[config.mk]
export PLATFORM = sky130hd
export DESIGN_NAME = console_poll_gen
export DESIGN_NICKNAME = d
export VERILOG_FILES = /design/src/rtl/console_poll_gen.sv
export SDC_FILE = /design/constraint.sdc
export NUM_CORES = 1
export LEC_CHECK = 0
export CAP_MARGIN = 20
export CORE_MARGIN = 4
export CORE_UTILIZATION = 50
export DETAILED_ROUTE_END_ITERATION = 8
export PLACE_DENSITY_LB_ADDON = 0.2
export SYNTH_ARGS = -nofsm -noshare
export SYNTH_HDL_FRONTEND = slang
export SYNTH_SLANG_ARGS = --single-unit
[constraint.sdc]
create_clock -name sys_clk -period 3.15 [get_ports sys_clk]
set_input_delay 0.4725 -clock sys_clk [delete_from_list [all_inputs] [get_ports sys_clk]]
set_output_delay 0.4725 -clock sys_clk [all_outputs]
set_load 0.05 [all_outputs]
[src/rtl/console_poll_gen.sv]
// console_poll_gen: console-side poll generator for SNES/NES style pads.
// Each poll raises the latch and then clocks NUM_BITS bits out of NUM_CH
// serial lines. The captured buttons are presented as one parallel word
// with a single-cycle valid strobe. Polls repeat every FRAME_CYCLES while
// enable is high, or start immediately on poll_now.
//
// state  | meaning
// -------+-----------------------------------------------------------
// IDLE   | latch low, clock high, waiting for an auto or manual start
// LATCH  | latch high for LATCH_CYCLES
// GAP    | latch low, clock still high for HALF_CYCLES before pulse 0
// LOW    | clock low for HALF_CYCLES; bit k was sampled on entry
// HIGH   | clock high for HALF_CYCLES; then next pulse or DONE
// DONE   | one cycle: publish the word, pulse data_valid, bump count
`timescale 1ns/1ps

module console_poll_gen #(
  parameter int unsigned FRAME_CYCLES = 800000,
  parameter int unsigned LATCH_CYCLES = 576,
  parameter int unsigned HALF_CYCLES  = 288,
  parameter int unsigned NUM_BITS     = 16,
  parameter int unsigned NUM_CH       = 2,
  parameter int unsigned CNT_W        = 20
) (
  input  logic                       sys_clk,
  input  logic                       sys_rst,
  input  logic                       enable,
  input  logic                       poll_now,
  input  logic [NUM_CH-1:0]          data_in,
  output logic                       snes_lat,
  output logic                       snes_clk,
  output logic [NUM_CH*NUM_BITS-1:0] data_out,
  output logic                       data_valid,
  output logic                       busy,
  output logic [15:0]                frame_count
);

  // Cycles from the start edge to the edge that enters DONE.
  localparam int unsigned POLL_LEN = LATCH_CYCLES + HALF_CYCLES + 2 * HALF_CYCLES * NUM_BITS;
  localparam int unsigned BIT_W    = (NUM_BITS > 1) ? $clog2(NUM_BITS) : 1;

  // Parameter sanity: a poll (plus its DONE cycle) must fit inside a frame,
  // and every timer load must fit the counter width.
  if (FRAME_CYCLES <= POLL_LEN + 1) begin : g_bad_frame
    $error("console_poll_gen: FRAME_CYCLES must exceed poll length + 1");
  end
  if ((64'(FRAME_CYCLES - 1) >> CNT_W) != 64'd0) begin : g_bad_cnt_w
    $error("console_poll_gen: CNT_W too narrow for FRAME_CYCLES-1");
  end
  if ((64'(LATCH_CYCLES - 1) >> CNT_W) != 64'd0 || (64'(HALF_CYCLES - 1) >> CNT_W) != 64'd0) begin : g_bad_tmr_w
    $error("console_poll_gen: CNT_W too narrow for phase timers");
  end
  if (LATCH_CYCLES < 1 || HALF_CYCLES < 1 || NUM_BITS < 1 || NUM_CH < 1) begin : g_bad_zero
    $error("console_poll_gen: LATCH_CYCLES, HALF_CYCLES, NUM_BITS, NUM_CH must be >= 1");
  end

  typedef enum logic [2:0] {
    S_IDLE  = 3'd0,
    S_LATCH = 3'd1,
    S_GAP   = 3'd2,
    S_LOW   = 3'd3,
    S_HIGH  = 3'd4,
    S_DONE  = 3'd5
  } state_t;

  state_t                      state_q;
  state_t                      state_nxt;
  logic [CNT_W-1:0]            frame_cnt_q;
  logic [CNT_W-1:0]            tmr_q;
  logic [CNT_W-1:0]            tmr_nxt;
  logic                        tmr_tc;
  logic [BIT_W-1:0]            bit_q;
  logic [BIT_W-1:0]            bit_nxt;
  logic [NUM_CH*NUM_BITS-1:0]  shift_q;
  logic                        start;
  logic                        sample;
  logic                        done_entry;

  // Start request; only honoured in IDLE so a busy poll_now is dropped.
  always_comb begin
    start = (state_q == S_IDLE) && ((enable && (frame_cnt_q == '0)) || poll_now);
  end

  // Next state, phase down-counter and pulse index.
  always_comb begin
    state_nxt  = state_q;
    tmr_tc     = (tmr_q == '0);
    tmr_nxt    = tmr_tc ? tmr_q : (tmr_q - CNT_W'(1));
    bit_nxt    = bit_q;
    sample     = 1'b0;
    done_entry = 1'b0;
    case (state_q)
      S_IDLE: begin
        if (start) begin
          state_nxt = S_LATCH;
          tmr_nxt   = CNT_W'(LATCH_CYCLES - 1);
          bit_nxt   = '0;
        end
      end
      S_LATCH: begin
        if (tmr_tc) begin
          state_nxt = S_GAP;
          tmr_nxt   = CNT_W'(HALF_CYCLES - 1);
        end
      end
      S_GAP: begin
        if (tmr_tc) begin
          state_nxt = S_LOW;
          tmr_nxt   = CNT_W'(HALF_CYCLES - 1);
          sample    = 1'b1;
        end
      end
      S_LOW: begin
        if (tmr_tc) begin
          state_nxt = S_HIGH;
          tmr_nxt   = CNT_W'(HALF_CYCLES - 1);
        end
      end
      S_HIGH: begin
        if (tmr_tc) begin
          if (bit_q == BIT_W'(NUM_BITS - 1)) begin
            state_nxt  = S_DONE;
            done_entry = 1'b1;
          end else begin
            state_nxt = S_LOW;
            tmr_nxt   = CNT_W'(HALF_CYCLES - 1);
            bit_nxt   = bit_q + BIT_W'(1);
            sample    = 1'b1;
          end
        end
      end
      S_DONE: begin
        state_nxt = S_IDLE;
      end
      default: begin
        state_nxt = S_IDLE;
      end
    endcase
  end

  // Auto-poll cadence. A start edge counts as frame position 0, so the
  // counter reads 1 afterwards and the next auto start lands exactly
  // FRAME_CYCLES edges later whether the poll was automatic or manual.
  always_ff @(posedge sys_clk) begin
    if (sys_rst) begin
      frame_cnt_q <= '0;
    end else if (!enable) begin
      frame_cnt_q <= '0;
    end else if (start) begin
      frame_cnt_q <= CNT_W'(1);
    end else if (frame_cnt_q == CNT_W'(FRAME_CYCLES - 1)) begin
      frame_cnt_q <= '0;
    end else begin
      frame_cnt_q <= frame_cnt_q + CNT_W'(1);
    end
  end

  // FSM state register with its phase timer and pulse index.
  always_ff @(posedge sys_clk) begin
    if (sys_rst) begin
      state_q <= S_IDLE;
      tmr_q   <= '0;
      bit_q   <= '0;
    end else begin
      state_q <= state_nxt;
      tmr_q   <= tmr_nxt;
      bit_q   <= bit_nxt;
    end
  end

  // Capture bits as the clock falls; publish the whole word atomically.
  always_ff @(posedge sys_clk) begin
    if (sys_rst) begin
      shift_q     <= '0;
      data_out    <= '0;
      frame_count <= '0;
    end else begin
      if (start) begin
        shift_q <= '0;
      end
      if (sample) begin
        for (int c = 0; c < int'(NUM_CH); c++) begin
          for (int k = 0; k < int'(NUM_BITS); k++) begin
            if (bit_nxt == BIT_W'(k)) begin
              shift_q[c*NUM_BITS + k] <= ~data_in[c];
            end
          end
        end
      end
      if (done_entry) begin
        data_out    <= shift_q;
        frame_count <= frame_count + 16'd1;
      end
    end
  end

  // Pin outputs registered from the next state so they never glitch.
  always_ff @(posedge sys_clk) begin
    if (sys_rst) begin
      snes_lat   <= 1'b0;
      snes_clk   <= 1'b1;
      busy       <= 1'b0;
      data_valid <= 1'b0;
    end else begin
      snes_lat   <= (state_nxt == S_LATCH);
      snes_clk   <= (state_nxt != S_LOW);
      busy       <= (state_nxt != S_IDLE);
      data_valid <= (state_nxt == S_DONE);
    end
  end

endmodule
==> results.py <==
metrics = {
    "cts": {
        "clk_latency_ns": 0.42,
        "cts_tree": "built",
        "post_cts_buffers": 0,
        "numCtsBuffers": 17,
        "hold_buffers": 0,
        "post_cts_resized": 0,
        "clock-sinks": 131,
        "htree_levels": 4,
        "ctsRootBufferMaster": "clkbuf_16",
        "path_clk_slew_ns": 0.06,
        "clk_path_buf_depth": 2,
    },
    "sta": {
        "period_needed_ns": 3.01,
        "fin_crit_sh_pct": 95.5,
        "fin_worst_skew_ns": 0.0105,
        "fin_setup_tns_ns": 0,
        "final_max_slew_viol_count": 0,
        "hold_viol_final": 0,
        "setup_viol": 0,
        "relSlewSlack_pct": 63.7,
        "rsz0062_at_grt": "false",
        "fmax_ghz": 0.332,
        "tightest_slew_ns": 0.543,
    },
    "route": {
        "routed_wl_um": 12900,
        "drt-pass1-iter-count": 5,
        "vias": 4798,
        "drc": 0,
        "post_drt_wl_per_cell_um": 14.8,
        "first_iter_violations": 280,
        "vias_per_cell": 5.49,
        "ant_nets": 0,
    },
    "finish": {
        "fin_nets": 733,
        "diodes": 0,
        "fin_area_um2": 7120,
        "layout-drive-gt1-share_pct": 10.5,
        "fill_cells": 927,
        "utilization_pct": 64.6,
        "syn_to_final_growth_pct": 24.4,
    },
    "hold_path": {
        "hp-class": "reg -> reg",
    },
    "grt": {
        "use_met3_pct": 5.16,
        "grtUsageTotal_pct": 20.6,
        "grt_pass1_vias": 4700,
        "top_usage_layer": "met2",
        "grt_start_max_net_pins": 44,
        "met2_usage_pct": 32.7,
        "antenna_found_initial": 0,
        "grt_pass1_wl_um": 22100,
        "gr-total-overflow": 0,
        "grt_use_met1_pct": 27.3,
    },
    "floorplanning": {
        "start_util_pct": 51.9,
        "die_x_um": 115,
        "std_cell_rows": 38,
        "die_area_um2": 13200,
        "num_io_pins": 58,
        "core_um2": 11000,
        "die_h_um": 115,
    },
    "logic_synthesis": {
        "yosys_warnings": 0,
        "ys.flop_type": "dfxtp_1",
        "async_flop_share_pct": 0,
        "syn_inst": 666,
        "synth_area_leaders": "dfxtp_1 (46%), nand2_1 (8.1%), mux2i_1 (5.8%), a21oi_1 (5.2%), nor2_1 (3.9%)",
        "syn_area_um2": 5720,
        "ys_seq_area_share_pct": 45.8,
        "synth-edff-count": 0,
        "synth_top_area_cell": "dfxtp_1",
        "yosysTopAreaCellShare_pct": 45.8,
        "ys_ff_latch": 131,
        "postSynthAreaPerCell_um2": 8.59,
        "synth_nets": 678,
        "synth_cell_types": 56,
    },
    "power_and_ir_drop": {
        "ir_worst_vdd_uv": 376,
        "powerDensity_nw_per_um2": 604,
        "p_leak_nw": 2.72,
        "power_mw": 4.30,
        "combPwrFrac_pct": 7.5,
        "p_int_mw": 3.34,
        "p_clk_share_pct": 52.5,
        "p_sw_mw": 0.959,
        "swShare_pct": 22.3,
        "p_seq_share_pct": 40.0,
    },
    "setup_path": {
        "worst-setup-path-type": "reg -> reg",
        "start_kind": "flop",
        "cp_slowest_cell": "or4b_1",
        "crit_path_max_incr_delay_ns": 0.53,
        "required_ns": 3.50,
        "end_kind": "flop",
        "path_cells": "inv_1, ha_1, or4b_1, nor4_4, buf_4, and4_1, nor3_1, a311o_1, nand3b_1, mux2i_1",
        "crit_arrival_ns": 3.35,
        "worstPathMaxFanout": 12,
    },
    "place": {
        "place_area_um2": 6400,
        "port_buffers": 57,
        "post-dp-hpwl_um": 8650,
        "routabilityCongestion": 0.841,
    },
    "flow_run": {
        "maxCapViolations": 0,
    },
    "run_status": {
        "outcome": "finished clean",
    },
}
## power by group through the flow
stage | registers [mW] | logic (mW) | clock network (mW)
4_1_cts | 1.72 | 0.317 | 2.28
5_1_grt | 1.72 | 0.354 | 2.36
6_report | 1.72 | 0.322 | 2.26
3_3_place_gp | 1.75 | 0.307 | 0
2_1_floorplan | 1.76 | 0.223 | 0
3_5_place_dp | 1.75 | 0.313 | 0
## cells in the mapped netlist (4+ instances only)
| cell | count |
|---|---|
| a21oi_1 | 60 |
| and3_1 | 16 |
| buf_2 | 7 |
| clkbuf_1 | 25 |
| dfxtp_1 | 131 |
| ha_1 | 6 |
| inv_1 | 9 |
| mux2i_1 | 33 |
| nand2_1 | 123 |
| nand2b_1 | 8 |
| nand3_1 | 21 |
| nand3_2 | 7 |
| nand3b_1 | 10 |
| nand4_1 | 8 |
| nor2_1 | 59 |
| nor3_1 | 14 |
| nor4_1 | 6 |
| o21ai_0 | 14 |
| or3_1 | 17 |
| or4_1 | 4 |
| xnor2_1 | 13 |
| xor2_1 | 25 |
## per-layer routing
metal | vias to the layer above | part of all wire (%) | routed length, um
li1 | 2395 | - | -
met1 | 2271 | 48 | 6190
met2 | 119 | 46 | 5930
met3 | 13 | 5.0 | 652
met4 | 0 | 1.2 | 153
met5 | - | 0 | 0
## worst paths after layout
| check | startpoint | to | slack, ns | depth (start not counted) |
|---|---|---|---|---|
| max | tmr_q[0]$_SDFF_PP0_ | shift_q[28]$_SDFF_PP0_ | 0.14 | 10 |
| min | data_out[26]$_SDFFE_PP0P_ | data_out[26]$_SDFFE_PP0P_ | 0.45 | 2 |
| max reg2reg | tmr_q[0]$_SDFF_PP0_ | shift_q[28]$_SDFF_PP0_ | 0.14 | 10 |
| min reg2reg | data_out[26]$_SDFFE_PP0P_ | data_out[26]$_SDFFE_PP0P_ | 0.45 | 2 |
## worst max-delay path: cells and delay by family (launching register included)
| family | cells | cell delay [ns] |
|---|---|---|
| buffers and inverters | 2 | 0.32 |
| AOI/OAI and AO/OA | 1 | 0.42 |
| and+or+nand+nor | 5 | 1.44 |
| adders and majority gates | 1 | 0.20 |
| DFF | 1 | 0.35 |
| muxes | 1 | 0.21 |
## cell type report
type                       count  area (um2)  area share, %
multi-input combinational    487        2900           40.8
clock buffer                  20         457           6.41
timing repair buffer          73         693           9.73
inverter                      11        43.8          0.615
clock inverter                12         226           3.18
tap                          140         175           2.46
sequential                   131        2620           36.8
## per-stage QoR
stage          hold WS (ns)  setup WS, ns  instances
2_1_floorplan         0.435         0.544        666
3_3_place_gp          0.441         0.237        841
3_5_place_dp          0.445         0.124        841
4_1_cts               0.456        0.0878        873
5_1_grt               0.471      0.000964        874
6_report              0.453         0.142        874
## sequential cells by signal (all words and copies together), names as in the netlist
name	cells
bit_q	4
snes_clk	1
data_valid	1
snes_lat	1
frame_count	16
data_out	32
frame_cnt_q	20
tmr_q	20
state_q	3
shift_q	32
busy	1
## kinds of logic after synthesis
| family | Yosys count | synth area share, % |
|---|---|---|
| DFF | 131 | 45.8 |
| muxes | 34 | 6.01 |
| and+or+nand+nor | 315 | 27.8 |
| adders and majority gates | 6 | 1.31 |
| xor gates and xnor gates | 38 | 5.82 |
| AOI/OAI and AO/OA | 94 | 9.36 |
| buffers and inverters | 48 | 3.87 |
## cell usage in the layout, fill, tap and decap left out, drive strengths merged, types with 3 or more instances in the layout
cell,count
dfxtp,131
nand2,123
a21oi,60
nor2,60
clkdlybuf4s50,56
mux2i,34
nand3,28
xor2,25
clkbuf,20
or3,17
and3,17
buf,17
o21ai,15
nor3,14
xnor2,13
nand3b,12
inv,12
nand2b,8
nand4,8
nor4,7
ha,6
bufinv,6
or4,5
a211oi,4
or2,3
and4,3
a31oi,3
clkinv,3
Power figures use the tool's default switching activity.
